## src/rtl/sseg_mux_driver.sv

```systemverilog
// Time-multiplexed seven-segment driver for the board-level display.
// Scans latched hex nibbles across common-anode digits with PWM dimming.
module sseg_mux_driver #(
    parameter int DIGITS     = 4,
    parameter int CLK_HZ     = 65_000_000,
    parameter int REFRESH_HZ = 1000,
    parameter int BRIGHT_W   = 3
) (
    input  logic                  clk,
    input  logic                  rst,
    input  logic [4*DIGITS-1:0]   value,
    input  logic [DIGITS-1:0]     dp_in,
    input  logic [DIGITS-1:0]     digit_en,
    input  logic                  blank_lz,
    input  logic [BRIGHT_W-1:0]   brightness,
    input  logic                  load,
    output logic [DIGITS-1:0]     an,
    output logic [6:0]            seg,
    output logic                  dp
);

    localparam int TICK_RAW = CLK_HZ / (REFRESH_HZ * DIGITS);
    localparam int TICK_DIV = (TICK_RAW < 2) ? 2 : TICK_RAW;
    localparam int PW       = $clog2(TICK_DIV);
    localparam int IW       = (DIGITS > 1) ? $clog2(DIGITS) : 1;

    localparam logic [PW-1:0] P_LAST = PW'(TICK_DIV - 1);
    localparam logic [IW-1:0] I_LAST = IW'(DIGITS - 1);

    logic [4*DIGITS-1:0] val_q;
    logic [DIGITS-1:0]   dp_q;
    logic [PW-1:0]       p;
    logic [IW-1:0]       idx;
    logic [BRIGHT_W-1:0] w;

    logic [DIGITS-1:0]   lz_mask;
    logic [3:0]          nib;
    logic                en_sel;
    logic                lz_sel;
    logic                dp_sel;
    logic                lit;
    logic [DIGITS-1:0]   an_nx;
    logic [6:0]          seg_nx;
    logic                dp_nx;

    function automatic logic [6:0] decode(input logic [3:0] h);
        logic [6:0] s;
        s = 7'h7F;
        case (h)
            4'h0: s = 7'b1000000;
            4'h1: s = 7'b1111001;
            4'h2: s = 7'b0100100;
            4'h3: s = 7'b0110000;
            4'h4: s = 7'b0011001;
            4'h5: s = 7'b0010010;
            4'h6: s = 7'b0000010;
            4'h7: s = 7'b1111000;
            4'h8: s = 7'b0000000;
            4'h9: s = 7'b0010000;
            4'hA: s = 7'b0001000;
            4'hB: s = 7'b0000011;
            4'hC: s = 7'b1000110;
            4'hD: s = 7'b0100001;
            4'hE: s = 7'b0000110;
            4'hF: s = 7'b0001110;
        endcase
        return s;
    endfunction

    // Shadow registers hold the displayed value between load strobes
    always_ff @(posedge clk) begin
        if (rst) begin
            val_q <= '0;
            dp_q  <= '0;
        end else if (load) begin
            val_q <= value;
            dp_q  <= dp_in;
        end
    end

    // Slot prescaler, digit index and free-running PWM counter
    always_ff @(posedge clk) begin
        if (rst) begin
            p   <= '0;
            idx <= '0;
            w   <= '0;
        end else begin
            w <= w + BRIGHT_W'(1);
            if (p == P_LAST) begin
                p   <= '0;
                idx <= (idx == I_LAST) ? '0 : idx + IW'(1);
            end else begin
                p <= p + PW'(1);
            end
        end
    end

    // Leading-zero mask: a digit blanks when it and all digits left of it are zero
    always_comb begin
        logic zero_above;
        zero_above = 1'b1;
        lz_mask    = '0;
        for (int k = DIGITS - 1; k >= 0; k--) begin
            zero_above = zero_above & (val_q[4*k +: 4] == 4'h0);
            lz_mask[k] = blank_lz & zero_above & (k != 0);
        end
    end

    // Select the active digit's data and form the next pin values
    always_comb begin
        nib    = 4'h0;
        en_sel = 1'b0;
        lz_sel = 1'b0;
        dp_sel = 1'b0;
        for (int k = 0; k < DIGITS; k++) begin
            if (IW'(k) == idx) begin
                nib    = val_q[4*k +: 4];
                en_sel = digit_en[k];
                lz_sel = lz_mask[k];
                dp_sel = dp_q[k];
            end
        end
        // p==0 is the guard cycle that keeps anodes dark across the switch
        lit = (p != '0) & (w <= brightness) & en_sel & ~lz_sel;
        an_nx = '1;
        for (int k = 0; k < DIGITS; k++) begin
            if (IW'(k) == idx) begin
                an_nx[k] = ~lit;
            end
        end
        seg_nx = lit ? decode(nib) : 7'h7F;
        dp_nx  = lit ? ~dp_sel : 1'b1;
    end

    // Registered pin drivers
    always_ff @(posedge clk) begin
        if (rst) begin
            an  <= '1;
            seg <= 7'h7F;
            dp  <= 1'b1;
        end else begin
            an  <= an_nx;
            seg <= seg_nx;
            dp  <= dp_nx;
        end
    end

endmodule

```

## config.mk

```make
export PLATFORM = sky130hd
export DESIGN_NAME = sseg_mux_driver
export DESIGN_NICKNAME = d
export VERILOG_FILES = /design/src/rtl/sseg_mux_driver.sv
export SDC_FILE = /design/constraint.sdc
export NUM_CORES = 1
export LEC_CHECK = 0
export CAP_MARGIN = 40
export CORE_MARGIN = 2
export CORE_UTILIZATION = 55
export CTS_BUF_LIST = sky130_fd_sc_hd__clkbuf_4 sky130_fd_sc_hd__clkbuf_8
export CTS_CLUSTER_SIZE = 25
export DETAILED_ROUTE_END_ITERATION = 8
export GPL_ROUTABILITY_DRIVEN = 0
export PLACE_DENSITY = 0.83
export SYNTH_ARGS = -nofsm -noshare
export SYNTH_HDL_FRONTEND = slang
export SYNTH_SLANG_ARGS = --single-unit
```

## constraint.sdc

```tcl
create_clock -name clk -period 7.2 [get_ports clk]
set_input_delay 1.08 -clock clk [delete_from_list [all_inputs] [get_ports clk]]
set_output_delay 1.08 -clock clk [all_outputs]
set_load 0.02 [all_outputs]
```

# ---- Word level (Yosys, flattened, before mapping)
# Memories as Yosys holds them, arrays and structs flattened. A register that Yosys moved wholly into a read port is not among the register bits.
# Cells that the tools add are included.
dict set report word_totals {
  elab_cells 62
  mem_count 1
  romBits 112
  register_bits 44
}
dict set report classes {
  n_reduce_logical 11
  eq_ne 5
  add_sub_neg 3
  order_cmp 1
  n_bitwise 15
  mux 16
}
# memory words word_bits read_ports rd_ports_with_merged_regs write_ports line
set memory_table {}
lappend memory_table {{(name not given)} 16 7 1 1 0 49} ;# case (h)
# op n
set op_table {}
lappend op_table {{$mux W4} 4}
lappend op_table {{$add A14 B1 Y14 const B} 1}
lappend op_table {{$eq A14 B14 Y1 const B} 1}
lappend op_table {{$reduce_bool A14 Y1} 1}
lappend op_table {{$logic_not A4 Y1} 3}
lappend op_table {{$reduce_or A2 Y1} 6}
lappend op_table {{$mux W1} 11}
lappend op_table {{$and A1 B1 Y1} 8}
lappend op_table {{$not A1 Y1} 7}
lappend op_table {{$eq A2 B2 Y1 const A} 2}
lappend op_table {{$add A3 B1 Y3 const B} 1}
lappend op_table {{$le A3 B3 Y1} 1}
lappend op_table {{$add A2 B1 Y2 const B} 1}
lappend op_table {{$eq A1 B2 Y1 const A} 1}
lappend op_table {{$eq A2 B2 Y1 const B} 1}
lappend op_table {{$logic_not A2 Y1} 1}
lappend op_table {{$mux W2} 1}

# ---- Longest topological paths before layout
# Gate-level depths: netlist of run 1.
dict set report depth {
  depth_word 11
  mapped_depth 10
}

# ---- Worst setup path before layout of run 1
# OpenSTA, ideal clock, no wires.
dict set report synth_path {
  kind {input port to flip-flop}
  startpoint {input port brightness[1]}
  endpoint {register seg[6]}
  required_ns 7.052
  path_stages 8
  setup_time_ns 0.148
  setup_slack_ns 4.723
  t_arrival_ns 2.328
  path_cell_list {inv_1 -> ha_1 -> nor2b_1 -> o21ai_0 -> a32oi_1 -> nor4_1 -> buf_4 -> o221ai_1}
}
dict set report synth_via {
  elab_chain_cells 6
}
# element line
set synth_rtl {}
lappend synth_rtl {{start, declared} 15} ;# input logic [BRIGHT_W-1:0] brightness,
lappend synth_rtl {{$le A3 B3 Y1} 124} ;# lit = (p != '0) & (w <= brightness) & en_sel & ~lz_sel;
lappend synth_rtl {{$and A1 B1 Y1 (3 in series)} 124}
lappend synth_rtl {{$not A1 Y1 (no source line)} --}
lappend synth_rtl {{$reduce_or A2 Y1 (no source line)} --}
lappend synth_rtl {{end, declared} 18} ;# output logic [6:0] seg,
# No other way between the ends.
# A chain may end at the register's enable or synchronous reset.

# ---- Worst setup path after layout of run 1
dict set report layout_path {
  startpoint {register idx[1]}
  endpoint {register seg[3]}
}
dict set report layout_via {
  elab_chain_cells 9
  word_cells_on_any_way 20
}
# element line
set layout_rtl {}
lappend layout_rtl {{start, declared} 33} ;# logic [IW-1:0] idx;
lappend layout_rtl {{start signal, assigned} 91} ;# idx <= (idx == I_LAST) ? '0 : idx + IW'(1);
lappend layout_rtl {{$logic_not A2 Y1} 116} ;# if (IW'(k) == idx) begin
lappend layout_rtl {{$mux W1 (4 in series)} 116}
lappend layout_rtl {{$and A1 B1 Y1 (2 in series)} 124}
lappend layout_rtl {{$not A1 Y1 (no source line)} --}
lappend layout_rtl {{$reduce_or A2 Y1 (no source line)} --}
# Several ways; a longest one is shown, not always the timed one.

==> metrics.md, run 1 <==
| Metric | Value |
|---|---|
| Status | `complete, no violations` |
| WP data required | `about 7400 ps` |
| M1 WL | `~2300 µm` |
| Hold crit path type | `reg -> reg` |
| Switching part of the total | `roughly 25%` |
| Min Tclk post-route | `2950 ps` |
| Largest cells by area after synthesis | `dfxtp_1 41%, mux2i_1 8.8%, ha_1 8.5%` |
| P_leak | `between 1 and 1.5 nW` |
| Die ar. | `about 5100 µm²` |
| DP HPWL | `3660 µm` |
| Syn nets | `around 320` |
| Commonest non-fill, non-tap cell in the layout | `dfxtp_1` |
| Syn Std Cell Area | `2500 µm²` |
| Synth Warn # | `0` |
| Max transition margin | `about 45%` |
| Antenna Nets Post-Route | `0` |
| CP endpoint kind | `flip-flop` |
| Hold buffer count at cts | `0` |
| P_int | `0.412 mW` |
| Fin. max-slew vios | `0` |
| Post_cts resized | `0` |
| Crit path kind | `reg -> reg` |
| Commonest non-fill, non-tap cells in the layout | `51 x dfxtp_1, 44 x nor2_1, 42 x clkdlybuf4s50_1, 22 x mux2i_1, 21 x nand2_1` |
| Max-cap viol count | `0` |
| Vias in the first global route | `1885` |
| Final WL | `between 4000 and 5000 µm` |
| Nets | `about 360` |
| Total clock sinks | `51` |
| Sequential share of power | `between 50% and 60%` |
| GRT overflow | `0` |
| GR Util All Layers | `around a fifth` |
| Antenna violations before repair | `0` |
| Die X | `~71 µm` |
| Vias | `about 2.0k` |
| PwrDens | `180 nW/µm²` |
| Initial DRT Pass Iterations | `4` |
| Setup Buffers After CTS | `0` |
| Yosys top cell area share | `slightly above 40%` |
| Net switching power | `between 0.1 and 0.15 mW` |
| Slew @ Worst Pin | `just over 800 ps` |
| Syn avg cell area | `just over 9 µm²` |
| Num rows | `24` |
| CTS tree | `yes` |
| Final worst setup slack | `between 4000 and 5000 ps` |
| Min Hold Slack | `about 470 ps` |
| Fin. Hold Viols | `0` |
| Main synth FF type | `dfxtp_1` |
| Logic pwr share | `between 10% and 20%` |
| Skew final | `6.70 ps` |
| Pwr Total | `0.546 mW` |
| Fin Setup TNS | `0 ps` |
| Met3 wire length | `about 300 µm` |
| Final Cycle Share | `between 40% and 50%` |
| Clk_lat worst skew | `300 ps` |
| Uppermost layer routed | `met4` |
| Sequential fraction of the synthesis area | `40.9%` |
| Flops & latches, synth | `approximately 50` |
| Root buf cell | `clkbuf_8` |
| Reg clk slew, reported paths | `90 ps` |
| DRC viols | `0` |
| Diodes inserted | `0` |
| Largest net degree at the start of global routing | `28` |
| Non-Filler Instances | `around 360` |
| Layout cell share with drive strength beyond 1 | `under 10%` |
| Synthesized instance count | `between 200 and 300` |
| Setup WS pre-CTS | `roughly 4200 ps` |
| CP Max Fanout | `13` |
| DR WL met2 | `about 2300 µm` |
| Height of the chip | `just over 70 µm` |
| 1st-iter DRT viols | `between 100 and 150` |
| Maximum vdd drop | `between 0.0001 and 0.00015 V` |
| Core area | `~4400 µm²` |
| Initial Util | `a little under three fifths` |
| Clock share of power | `a little under a third` |
| Setup violators final | `0` |
| Avg Vias per Cell | `between 5 and 6` |
| PortBufs | `42` |
| H-tree depth | `2` |
| Startpoint types | `flip-flop` |
| Clock Tree Buf Depth | `2` |
| IO Pins | `43` |
| Peak Freq | `around 340 MHz` |
| Biggest area consumer among synthesized cells | `dfxtp_1` |
| Async SR Flop Fraction | `0%` |
| Total CTS buffers | `5` |
| First-pass GRT wire length | `8520 µm` |
| Worst Path Arrival | `3150 ps` |
| WL per Instance | `13.8 µm` |
| RSZ-0062 raised after global routing | `no` |
| Placed Cells | `approximately 360` |
| Layout area overhead | `21.6%` |
| Yosys cell types | `47` |
| EDFF count, synth | `0` |
-- worst paths after layout --
| path | from | end | slack (ps) | cells after the start |
|---|---|---|---|---|
| worst min-delay path | w[0] | w[0] | 470 | 1 |
| worst min register to register | w[0] | w[0] | 470 | 1 |
| worst max register to register | idx[1] | seg[3] | 4250 | 10 |
| worst max-delay path | idx[1] | seg[3] | 4250 | 10 |
-- registers in the layout, indices dropped and copies added, names as in the netlist --
register	cells
dp	1
p	14
seg	7
w	3
dp_q	4
idx	2
val_q	16
an	4
-- metrics by stage --
stage | cell area (µm²) | util (%)
2_1_floorplan | 2500 | -
3_3_place_gp | 2940 | 67.4
3_5_place_dp | 2950 | 67.8
4_1_cts | 3040 | 69.8
5_1_grt | 3040 | 69.8
6_report | 3040 | 69.8
-- layout make-up --
| type | instances | area [µm²] |
|---|---|---|
| Inverter | 15 | 56.3 |
| Sequential cell | 51 | 1020 |
| Tap cell | 52 | 65.1 |
| Clock inverter | 1 | 5.00 |
| Timing Repair Buffer | 45 | 450 |
| Fill cell | 339 | 1320 |
| Clock buffer | 6 | 82.6 |
| Multi-Input combinational cell | 192 | 1360 |
-- cell families after synthesis --
logic type	Yosys count	share of synthesized area (%)
AOI/OAI and AO/OA	31	9.96
xor gates and xnor gates	13	4.56
adders and majority gates	17	8.51
buffers and inverters	26	4.81
DFF	51	40.9
muxes	22	8.81
and+or+nand+nor	109	22.5
-- per-layer routing --
metal,vias to the layer above,global-route usage [%]
met4,0,8.39
met3,5,4.64
li1,1002,-
met2,61,32.7
met5,-,0
met1,913,28.7
-- synthesized netlist by cell type, types with 5 or more instances --
| cell type | instances |
|---|---|
| a21oi_1 | 6 |
| clkbuf_1 | 5 |
| dfxtp_1 | 51 |
| ha_1 | 17 |
| inv_1 | 15 |
| mux2i_1 | 22 |
| nand2_1 | 21 |
| nand3_1 | 7 |
| nor2_1 | 44 |
| nor2b_1 | 6 |
| nor4_1 | 6 |
| xnor2_1 | 7 |
| xor2_1 | 6 |
-- power by group through the flow --
stage,Combinational (mW),Clock [mW],Sequential [mW]
finish,0.0777,0.166,0.303
global route,0.0868,0.180,0.304
CTS,0.0781,0.167,0.303
detailed placement,0.0775,0,0.310
global placement,0.0749,0,0.309
floorplan,0.0427,0,0.311
-- worst max-delay path, cell delays in order (launching register included) --
cell and delay, ps:
dfxtp_1 380, inv_1 80, ha_1 320, and2b_1 270, a221oi_1 90, o31ai_1 730
inv_1 210, ha_1 320, and2b_1 180, a211oi_1 150, o21ai_0 110
Note: power is estimated with default switching activity, not from simulation.
==> run 2: changes to the inputs <==
CORE_UTILIZATION = 49   (was 55)
PLACE_DENSITY = 0.78   (was 0.83)
clock period = 2.6 ns   (was 7.2 ns; I/O delays follow)
==> metrics.md, run 2 (synthesis results as in run 1) <==
| Metric | Value |
|---|---|
| Hold depth | `1` |
| Vias in the first global route | `approximately 1.8k` |
| Slew @ Worst Pin | `approximately 600 ps` |
| Vias | `between 1.5k and 2k` |
| Clock Tree Buf Depth | `2` |
| Fin Setup TNS | `0 ps` |
| Initial Util | `between 50% and 60%` |
| Worst Path Arrival | `approximately 2500 ps` |
| # fillers | `~430` |
| Hold Startpoint | `w[0]` |
| Commonest non-fill, non-tap cells in the layout | `51 x dfxtp_1, 44 x nor2_1, 42 x clkdlybuf4s50_1, 22 x mux2i_1, 21 x nand2_1` |
| Maximum vdd drop | `0.000282 V` |
| Reg clk slew, reported paths | `~80 ps` |
| Diodes inserted | `0` |
| Layout area overhead | `24.2%` |
| Status | `complete, no violations` |
| Core area | `approximately 4800 µm²` |
| Largest net degree at the start of global routing | `27` |
| Pwr Total | `between 1.5 and 2 mW` |
| Avg Vias per Cell | `5.07` |
| Hold crit path type | `reg -> reg` |
| Reg2Reg Depth | `8` |
| Hold buffer count at cts | `0` |
| DRC viols | `0` |
| CP endpoint kind | `flip-flop` |
| Critical R2R Capture | `seg[5]` |
| Post_cts resized | `0` |
| Crit path kind | `reg -> reg` |
| IO Pins | `between 40 and 50` |
| P_leak | `1.25 nW` |
| Die ar. | `about 5700 µm²` |
| Fin. Hold Viols | `0` |
| Height of the chip | `75.4 µm` |
| Max transition margin | `60.6%` |
| Critical R2R Launch | `idx[1]` |
| Final WL | `4740 µm` |
| Largest regs | `val_q: 16 flops, p: 14 flops, seg: 7 flops` |
| CTS tree | `yes` |
| Nets | `~360` |
| DP HPWL | `approximately 3500 µm` |
| Final Cycle Share | `between 80% and 90%` |
| PwrDens | `around 500 nW/µm²` |
| Commonest non-fill, non-tap cell in the layout | `dfxtp_1` |
| H-tree depth | `2` |
| Root buf cell | `clkbuf_8` |
| Largest register FFs | `16` |
| Startpoint types | `flip-flop` |
| Peak Freq | `roughly 440 MHz` |
| Skew final | `approximately 4.5 ps` |
| Layout cell share with drive strength beyond 1 | `8.23%` |
| RSZ-0062 raised after global routing | `no` |
| Final Cell Area | `roughly 3100 µm²` |
| GRT overflow | `0` |
| 1st-iter DRT viols | `96` |
| Setup Buffers After CTS | `0` |
| Min Hold Slack | `474 ps` |
| Worst Hold End | `w[0]` |
| Total CTS buffers | `5` |
| Antenna Nets Post-Route | `0` |
| First-pass GRT wire length | `~8000 µm` |
| Clk_lat worst skew | `around 300 ps` |
| Die X | `between 70 and 80 µm` |
| GR Util All Layers | `roughly 18%` |
| Max-cap viol count | `0` |
| CP Max Fanout | `14` |
| WP data required | `roughly 2800 ps` |
| Min Tclk post-route | `around 2300 ps` |
| Dpl cell area | `about 3000 µm²` |
| Num rows | `25` |
| Total clock sinks | `51` |
| Initial DRT Pass Iterations | `4` |
| PortBufs | `42` |
| Reg with most FFs | `val_q` |
| Setup violators final | `0` |
| WL per Instance | `about 12 µm` |
| Fin. max-slew vios | `0` |
| Antenna violations before repair | `0` |
| R2r setup slk | `around 330 ps` |
run 2: cell types whose count changed in the layout (fill, tap and decap cells not counted):
cell / previous run / this run
buf_4: 2 / 8
clkinv_2: 1 / 0
buf_8: 1 / 0
clkbuf_4: 0 / 1
clkbuf_8: 6 / 7
run 2: worst max-delay path by stage:
stage,slack (ps),end,startpoint
floorplan,260,seg[3],idx[1]
global placement,320,seg[4],brightness[1]
detailed placement,290,seg[4],brightness[1]
CTS,330,seg[5],idx[1]
global route,120,seg[5],idx[1]
finish,330,seg[5],idx[1]
run 2: critical path: stages, from the launching register on:
cell      delay (ps)
dfxtp_1          380
inv_1             70
ha_1             190
buf_4            170
nand3b_1         210
a311oi_4         580
and2b_1          270
a21oi_1          140
o221ai_1         130
run 2: area by class of cell:
type                    instances  area (µm²)  area share, %
repair buffers                 50         480           15.5
well taps                      67        83.8           2.70
flip-flops and latches         51        1020           32.9
inverters                      15        56.3           1.81
clock buffers                   8         104           3.35
multi-input cells             192        1360           43.7
run 2: power by group:
part	switching (mW)	internal, mW
clock network	0.241	0.253
registers	0.0234	0.815
logic	0.0974	0.118
total	0.362	1.19
run 2: per-layer routing:
metal  global-route usage [%]  vias up  wire, µm
li1                         -     1009         -
met1                     24.9      887      2300
met2                     28.7       42      2190
met3                     4.37        5       200
met4                     7.02        0        54
met5                        0        -         0
run 2: metrics by stage:
stage / utilization [%] / setup WS (ps) / cells
after floorplan: - / 259 / 269
after global placement: 62.3 / 320 / 375
after detailed placement: 62.3 / 289 / 375
after CTS: 64.4 / 326 / 383
after global routing: 64.4 / 117 / 383
final: 64.4 / 330 / 383
==> run 3: changes to the inputs <==
--- a/config.mk
+++ b/config.mk
@@ -14,3 +14,3 @@
 export GPL_ROUTABILITY_DRIVEN = 0
-export PLACE_DENSITY = 0.78
+export PLACE_DENSITY = 0.82
 export SYNTH_ARGS = -nofsm -noshare
==> constraint.sdc (replaced) <==
create_clock -name clk -period 2.6 [get_ports clk]
set_input_delay 0.78 -clock clk [delete_from_list [all_inputs] [get_ports clk]]
set_output_delay 0.78 -clock clk [all_outputs]
set_load 0.02 [all_outputs]
==> metrics.md, run 3 (synthesis results as in run 1) <==
| Metric | Value |
|---|---|
| Status | `complete, no violations` |
| Multi-input logic area | `around 1400 µm²` |
| Pwr Total | `about 1.6 mW` |
| Largest register FFs | `16` |
| Layout cell share with drive strength beyond 1 | `around 9.1%` |
| Max stage delay cell, worst path | `clkdlybuf4s50_1` |
| Avg Vias per Cell | `about 5.2` |
| Antenna violations before repair | `0` |
| CP Max Fanout | `11` |
| Commonest non-fill, non-tap cells in the layout | `51 x dfxtp_1, 44 x nor2_1, 42 x clkdlybuf4s50_1, 22 x mux2i_1, 21 x nand2_1` |
| Max transition margin | `about 63%` |
| Initial DRT Pass Iterations | `4` |
| Fin Setup TNS | `0 ps` |
| Skew final | `about 10 ps` |
| CP endpoint kind | `flip-flop` |
| Clock share of power | `35.2%` |
| Fin. Hold Viols | `0` |
| Startpoint types | `input port` |
| Crit path kind | `in -> reg` |
| P_leak | `1.27 nW` |
| GRT overflow | `0` |
| Slew @ Worst Pin | `between 500 and 600 ps` |
| Sequential share of power | `roughly half` |
| Die X | `around 75 µm` |
| # fillers | `400` |
| Worst Path Arrival | `roughly 2600 ps` |
| IO Pins | `43` |
| Non-Filler Instances | `approximately 390` |
| Final Cycle Share | `roughly 92%` |
| Sequential cell area | `between 1000 and 1500 µm²` |
| Diodes inserted | `0` |
| Die ar. | `5690 µm²` |
| WP data required | `about 2800 ps` |
| Vias in the first global route | `between 1.5k and 2k` |
| Layout area overhead | `25.6%` |
| R2r setup slk | `approximately 240 ps` |
| Fin. max-slew vios | `0` |
| Post-Route Utilization | `roughly 65%` |
| Min Tclk post-route | `2380 ps` |
| Final Cell Area | `approximately 3100 µm²` |
| CP delay by family, top | `buffers and inverters` |
| Sum of buffers and inverters on the critical path | `3` |
| RSZ-0062 raised after global routing | `no` |
| Total clock sinks | `51` |
| Peak Freq | `420 MHz` |
| Largest regs | `val_q: 16 flops, p: 14 flops, seg: 7 flops` |
| First-pass GRT wire length | `8310 µm` |
| WL per Instance | `between 10 and 15 µm` |
| Commonest non-fill, non-tap cell in the layout | `dfxtp_1` |
| H-tree depth | `2` |
| 1st-iter DRT viols | `between 100 and 150` |
| Hold crit path type | `reg -> reg` |
| PwrDens | `~520 nW/µm²` |
| Num rows | `25` |
| Largest net degree at the start of global routing | `27` |
| Dpl cell area | `~3000 µm²` |
| Reg clk slew, reported paths | `100 ps` |
| Vias | `roughly 2.0k` |
| Max-cap viol count | `0` |
| Placed Cells | `between 300 and 400` |
| Clock Tree Buf Depth | `2` |
| Clk_lat worst skew | `310 ps` |
| DP HPWL | `between 3000 and 4000 µm` |
| Max stage delay on crit path | `460 ps` |
| GR Util All Layers | `between 10% and 20%` |
| Final WL | `roughly 5000 µm` |
| Total CTS buffers | `5` |
| DRC viols | `0` |
| Switching part of the total | `between 20% and 30%` |
| Core area | `between 4000 and 5000 µm²` |
| Net switching power | `between 0.3 and 0.4 mW` |
| Root buf cell | `clkbuf_8` |
| CTS tree | `yes` |
| Logic pwr share | `around 13%` |
| PortBufs | `42` |
| Crit path cell chain | `clkdlybuf4s50_1 -> inv_1 -> ha_1 -> nor2b_1 -> o21ai_0 -> a32oi_1 -> nor4_2 -> buf_4 -> o221ai_1` |
| P_int | `~1.2 mW` |
| Setup Buffers After CTS | `0` |
| Nets | `365` |
| Reg with most FFs | `val_q` |
| Antenna Nets Post-Route | `0` |
| Maximum vdd drop | `~0.00031 V` |
| Height of the chip | `approximately 75 µm` |
| Initial Util | `51.9%` |
| Setup violators final | `0` |
==> run 3: cell count changes in the layout (fill, tap and decap cells not counted) <==
cell,change
nor4_1,-1
bufinv_16,+1
clkbuf_4,-1
clkinv_2,+1
nor4_2,+1
clkbuf_8,-1
buf_4,+2
==> run 3: final timing paths <==
check / from / to / cells past startpoint
hold reg to reg: w[0] / w[0] / 1
setup reg to reg: idx[0] / seg[6] / 10
hold / removal: w[0] / w[0] / 1
setup / recovery: brightness[1] / seg[4] / 9
==> run 3: stage by stage <==
stage / worst slack, ps / hold slack [ps]
final: 218 / 449
after CTS: 147 / 457
after global routing: 52.2 / 483
after global placement: -31.9 / 429
after detailed placement: -178 / 444
after floorplan: 259 / 417
==> run 3: per-layer routing <==
layer | wire length [µm] | up-vias | GRT usage [%]
met1 | 2420 | 934 | 25.4
met4 | 82 | 0 | 6.82
met3 | 256 | 7 | 3.70
li1 | - | 1009 | -
met5 | 0 | - | 0
met2 | 2240 | 52 | 31.0
==> run 3: area by class of cell <==
| cell class | count | share of cell area (%) |
|---|---|---|
| multi-input cells | 192 | 43.5 |
| flip-flops and latches | 51 | 32.5 |
| repair buffers | 52 | 15.8 |
| well taps | 67 | 2.67 |
| clock buffers | 6 | 2.63 |
| inverters | 15 | 1.79 |
| clock inverters | 2 | 1.12 |
==> run 3: power groups by stage <==
stage	Sequential, mW	Clock, mW	Combinational, mW
floorplan	0.862	0	0.118
global placement	0.856	0	0.212
detailed placement	0.857	0	0.218
CTS	0.839	0.582	0.220
global route	0.844	0.607	0.243
finish	0.839	0.574	0.219
==> run 3: timing repair <==
action / CTS / global route
hold buffers: 0 / 0
endpoints found under the setup margin: 0 / 3
resized for setup: 0 / 1
==> run 3: worst reg2reg max path, delay by kind of cell, from the launching register on <==
kind,cells,cell delay [ps]
compound gates,4,740
fa+ha+maj,2,460
buf+inv,2,280
flops,1,410
simple gates,2,360
